File: src/rtl/sr_latch_pkg.sv
//==============================================================================
// Module  : sr_latch_pkg
// Brief   : Shared constants and command decode for the SR button latch driver.
// Revision: 1.0  initial release
//==============================================================================
`default_nettype none

package sr_latch_pkg;

    localparam int DEBOUNCE_CYCLES_DEFAULT = 4;

    typedef enum logic [1:0] {
        SR_HOLD     = 2'd0,
        SR_SET      = 2'd1,
        SR_RESET    = 2'd2,
        SR_CONFLICT = 2'd3
    } sr_cmd_t;

    function automatic sr_cmd_t decode_cmd(input logic set_rise, input logic reset_rise);
        sr_cmd_t cmd;
        case ({set_rise, reset_rise})
            2'b10:   cmd = SR_SET;
            2'b01:   cmd = SR_RESET;
            2'b11:   cmd = SR_CONFLICT;
            default: cmd = SR_HOLD;
        endcase
        return cmd;
    endfunction

endpackage

`default_nettype wire

File: src/rtl/button_debounce.sv
//==============================================================================
// Module  : button_debounce
// Brief   : 2-FF synchroniser, stable-sample debouncer and registered rise pulse.
// Revision: 1.0  initial release
//==============================================================================
`default_nettype none

module button_debounce
    import sr_latch_pkg::*;
#(
    parameter int DEBOUNCE_CYCLES = DEBOUNCE_CYCLES_DEFAULT
) (
    input  logic clk,
    input  logic reset,
    input  logic raw,
    output logic level,
    output logic rise
);

    localparam int CNT_W = $clog2(DEBOUNCE_CYCLES + 1);
    localparam logic [CNT_W-1:0] CNT_LAST = CNT_W'(DEBOUNCE_CYCLES - 1);

    logic             sync_meta;
    logic             sync_lvl;
    logic [CNT_W-1:0] cnt;

    // Counting to DEBOUNCE_CYCLES-1 means the flip lands on the N-th mismatched sample.
    always_ff @(posedge clk) begin
        if (reset) begin
            sync_meta <= 1'b0;
            sync_lvl  <= 1'b0;
            level     <= 1'b0;
            rise      <= 1'b0;
            cnt       <= '0;
        end else begin
            sync_meta <= raw;
            sync_lvl  <= sync_meta;
            rise      <= 1'b0;
            if (sync_lvl == level) begin
                cnt <= '0;
            end else if (cnt == CNT_LAST) begin
                level <= sync_lvl;
                rise  <= sync_lvl;
                cnt   <= '0;
            end else begin
                cnt <= cnt + CNT_W'(1);
            end
        end
    end

endmodule

`default_nettype wire

File: src/rtl/sr_button_latch_driver.sv
//==============================================================================
// Module  : sr_button_latch_driver
// Brief   : Debounced set/reset buttons to clean S/R pulses with a clocked q/q_n.
// Revision: 1.0  initial release
//==============================================================================
`default_nettype none

module sr_button_latch_driver
    import sr_latch_pkg::*;
#(
    parameter int DEBOUNCE_CYCLES = DEBOUNCE_CYCLES_DEFAULT
) (
    input  logic clk,
    input  logic reset,
    input  logic btn_set,
    input  logic btn_reset,
    output logic s_pulse,
    output logic r_pulse,
    output logic q,
    output logic q_n,
    output logic conflict
);

    logic    set_rise;
    logic    reset_rise;
    sr_cmd_t cmd;

    button_debounce #(.DEBOUNCE_CYCLES(DEBOUNCE_CYCLES)) u_set_db (
        .clk   (clk),
        .reset (reset),
        .raw   (btn_set),
        .level (),
        .rise  (set_rise)
    );

    button_debounce #(.DEBOUNCE_CYCLES(DEBOUNCE_CYCLES)) u_reset_db (
        .clk   (clk),
        .reset (reset),
        .raw   (btn_reset),
        .level (),
        .rise  (reset_rise)
    );

    assign cmd = decode_cmd(set_rise, reset_rise);

    // Simultaneous set and reset is refused: q holds and only the conflict flag fires.
    always_ff @(posedge clk) begin
        if (reset) begin
            s_pulse  <= 1'b0;
            r_pulse  <= 1'b0;
            conflict <= 1'b0;
            q        <= 1'b0;
        end else begin
            s_pulse  <= 1'b0;
            r_pulse  <= 1'b0;
            conflict <= 1'b0;
            case (cmd)
                SR_SET: begin
                    s_pulse <= 1'b1;
                    q       <= 1'b1;
                end
                SR_RESET: begin
                    r_pulse <= 1'b1;
                    q       <= 1'b0;
                end
                SR_CONFLICT: conflict <= 1'b1;
                default: ;
            endcase
        end
    end

    assign q_n = ~q;

endmodule

`default_nettype wire
File: config.mk
export PLATFORM = sky130hd
export DESIGN_NAME = sr_button_latch_driver
export DESIGN_NICKNAME = d
export VERILOG_FILES = /design/src/rtl/sr_latch_pkg.sv /design/src/rtl/button_debounce.sv /design/src/rtl/sr_button_latch_driver.sv
export SDC_FILE = /design/constraint.sdc
export NUM_CORES = 1
export LEC_CHECK = 0
export ABC_AREA = 1
export CAP_MARGIN = 40
export CORE_MARGIN = 4
export CORE_UTILIZATION = 50
export DETAILED_ROUTE_END_ITERATION = 6
export GPL_ROUTABILITY_DRIVEN = 0
export GPL_TIMING_DRIVEN = 0
export HOLD_SLACK_MARGIN = 0.06
export MAX_ROUTING_LAYER = met4
export PLACE_DENSITY = 0.79
export SETUP_SLACK_MARGIN = 0.1
export SLEW_MARGIN = 10
export SYNTH_ARGS = -nofsm -noshare
export SYNTH_HDL_FRONTEND = slang
export SYNTH_HIERARCHICAL = 1
export SYNTH_SLANG_ARGS = --single-unit
File: constraint.sdc
create_clock -name clk -period 1.13 [get_ports clk]
set_input_delay 0.1695 -clock clk [delete_from_list [all_inputs] [get_ports clk]]
set_output_delay 0.1695 -clock clk [all_outputs]
set_load 0.05 [all_outputs]
==> flow_metrics.py <==
metrics = {
    "worst_setup_path": {
        "reg2reg_slack_ns": 0.11,
        "r2r_start": "u_reset_db/rise$_SDFF_PP0_",
        "endpoint_kind": "output pin",
        "crit_required_ns": 0.96,
        "path_cells": "inv_2 > buf_6",
        "reg2reg_to": "q$_SDFFE_PP0P_",
        "start_kind": "flip-flop",
        "cp_top_family": "flip-flops",
        "cpPeakStageDelay_ns": 0.38,
        "path_buf_inv": 2,
        "cpMaxStageDelayCell": "dfxtp_2",
        "crit_start": "q$_SDFFE_PP0P_",
        "critPathArrivalTime_ns": 0.88,
        "cp_max_fo": 3,
        "crit_type": "reg -> out",
        "r2r_cells": 5,
    },
    "grt": {
        "antenna_found_initial": 0,
        "grt_pass1_wl_mm": 1.91,
        "grt_pass1_vias": 467,
        "grt_overflow": 0,
        "grt_start_max_net_pins": 13,
        "grt_usage": 0.146,
    },
    "finish": {
        "top_regs": "u_reset_db/cnt: 3 flops, u_set_db/cnt: 3 flops",
        "layout.nets": 103,
        "fill_cells": 85,
        "final_cells": 104,
        "antenna_cells": 0,
        "area_growth_pct": 34.8,
        "drive_above_1_share": 0.344,
    },
    "timing": {
        "timing.fmax_mhz": 954,
        "period_needed_ns": 1.05,
        "hold_viol_final": 0,
        "report.final.slew_viol_count": 0,
        "tightestPinTransition_ns": 0.409,
        "fin_crit_sh": 0.928,
        "finalSetupViolations": 0,
        "rsz0062_at_grt": "true",
        "timing.slew.headroom": 0.728,
        "fin_skew_ns": 0.00651,
    },
    "power": {
        "power_frac_comb": 0.039,
        "ir_drop_mv": 1.11,
        "leakage_nw": 0.366,
        "p_sw_w": 0.000238,
        "sw_frac_of_total": 0.217,
        "pwr-share-clk": 0.370,
        "intPower_w": 0.000860,
        "seqPwrFrac": 0.591,
        "power_density_nw_per_um2": 1230,
        "power.total_w": 0.00110,
    },
    "floorplan": {
        "initial_core_util": 0.567,
        "die_y_um": 44.5,
        "dieArea_sq_um": 1980,
        "std_cell_rows": 12,
        "io_pins": 9,
        "fp.dieW_um": 44.5,
        "core_sq_um": 1170,
    },
    "logic_synthesis": {
        "ys_seq_area_frac": 0.542,
        "yosys.area.top_type_share": 0.542,
        "synth.area.top_cells": "dfxtp_1, ha_1, inv_1",
        "synth_top_area_cell": "dfxtp_1",
        "syn_inst": 77,
        "ys_seq_elements": 18,
        "synth.distinct_cells": 8,
        "syn_area_sq_um": 664,
        "yosysWarnings": 6,
        "synth_nets": 89,
        "syn_avg_cell_area_sq_um": 8.63,
    },
    "outcome": {
        "outcome": "complete, no violations",
    },
    "routing": {
        "firstDrtPassIters": 4,
        "avgViaCountPerCell": 4.67,
        "finalWirelength_mm": 1.27,
        "ant_nets": 0,
        "drtIter0Drc": 5,
        "drc": 0,
        "num_vias": 486,
        "detail_route.wl_per_cell_um": 12.2,
    },
    "place": {
        "placed_cells": 99,
        "dp_hpwl_um": 732,
        "port_buffers": 8,
    },
    "clock_tree": {
        "clock-sinks": 18,
        "cts_buffers": 3,
        "clockBufferDepth": 2,
        "cts_root_buffer": "clkbuf_4",
        "clkTransAtPathRegs_ns": 0.10,
        "htreeDepth": 1,
        "insertion_delay_ns": 0.31,
        "cts_tree": "yes",
    },
    "worst_hold_path": {
        "min_to": "u_set_db/sync_meta$_SDFF_PP0_",
        "hold_depth": 3,
        "min_from": "btn_set",
        "min_path_type": "in -> reg",
    },
    "job": {
        "maxCapViolations": 0,
    },
}
[repair_timing]
action / CTS / global route
hold buffers: 0 / 0
pin swaps: 6 / 5
endpoints found under the setup margin: 12 / 9
resized for setup: 41 / 17
setup buffers: 0 / 1
[synthesized netlist by cell type, drive strengths merged]
| master | count |
|---|---|
| dfxtp | 18 |
| nor2b | 2 |
| a21oi | 4 |
| inv | 18 |
| nor2 | 19 |
| ha | 8 |
| nand2 | 8 |
[kinds of logic (layout without fill, tap and decap cells)]
logic type | Yosys count | in the layout | synth area share
buffers and inverters | 18 | 31 | 0.102
adder cells (fa/ha/maj) | 8 | 8 | 0.151
AO/OA/AOI/OAI | 4 | 4 | 0.0301
flip-flops | 18 | 18 | 0.542
AND/OR/NAND/NOR | 29 | 29 | 0.175
[worst reg2reg max path: cells and delay by family (launching register included)]
kind,cells,cell delay [ns]
AND/OR/NAND/NOR,3,0.17
flip-flops,1,0.45
buffers and inverters,1,0.06
adder cells (fa/ha/maj),1,0.24
[cells in the final DEF, fill, tap and decap left out]
cell type | netlist | layout
inv_1 | 18 | 15
nor2_1 | 18 | 13
dfxtp_1 | 18 | 13
nand2_1 | 8 | 6
ha_4 | 0 | 5
dfxtp_2 | 0 | 5
nor2_2 | 1 | 4
buf_4 | 0 | 4
a21oi_1 | 4 | 4
inv_2 | 0 | 3
ha_1 | 8 | 3
clkbuf_4 | 0 | 3
clkdlybuf4s50_1 | 0 | 2
buf_6 | 0 | 2
nor2_4 | 0 | 2
nand2_2 | 0 | 2
nor2b_1 | 2 | 2
clkbuf_8 | 0 | 1
dlygate4sd2_1 | 0 | 1
[stage by stage]
| step | TNS, ns | hold slack (ns) | util | setup WS [ns] | instance area [sq um] |
|---|---|---|---|---|---|
| floorplan | 0 | 0.239 | - | 0.158 | 666 |
| global placement | -1.98 | 0.389 | 0.652 | -0.176 | 763 |
| detailed placement | -2.32 | 0.402 | 0.652 | -0.223 | 763 |
| CTS | 0 | 0.375 | 0.708 | 0.0737 | 830 |
| global route | 0 | 0.384 | 0.765 | 0.0454 | 896 |
| finish | 0 | 0.383 | 0.765 | 0.0817 | 896 |
[power groups by stage]
stage / Combinational (W) / Sequential [W] / Clock, W
3_5_place_dp: 0.0000345 / 0.000662 / 0
6_report: 0.0000432 / 0.000649 / 0.000406
3_3_place_gp: 0.0000322 / 0.000661 / 0
2_1_floorplan: 0.0000155 / 0.000661 / 0
5_1_grt: 0.0000485 / 0.000650 / 0.000444
4_1_cts: 0.0000344 / 0.000648 / 0.000409
[metal layers]
| layer | vias up | track usage | wire length [um] |
|---|---|---|---|
| met4 | 0 | 0.0723 | 38 |
| met5 | - | - | 0 |
| met3 | 4 | 0.0732 | 88 |
| met2 | 18 | 0.250 | 673 |
| met1 | 216 | 0.131 | 470 |
| li1 | 248 | - | - |
[worst max-delay path by stage]
stage / to / slack (ns) / cells past startpoint
CTS: q_n / 0.07 / 2
global route: u_set_db/cnt[1]$_SDFF_PP0_ / 0.05 / 5
floorplan: u_reset_db/cnt[0]$_SDFF_PP0_ / 0.16 / 5
detailed placement: u_reset_db/cnt[2]$_SDFF_PP0_ / -0.22 / 4
finish: q_n / 0.08 / 2
global placement: q_n / -0.18 / 2
[area by class of cell]
cell class                 count  area, sq um  share of cell area
multi-input combinational     41          327               0.365
sequential                    18          367               0.409
clock buffer                   4         36.3              0.0405
inverter                      18         67.6              0.0754
timing repair buffer           9         81.3              0.0908
tap                           14         17.5              0.0196
Note: power is estimated with default switching activity, not from simulation.
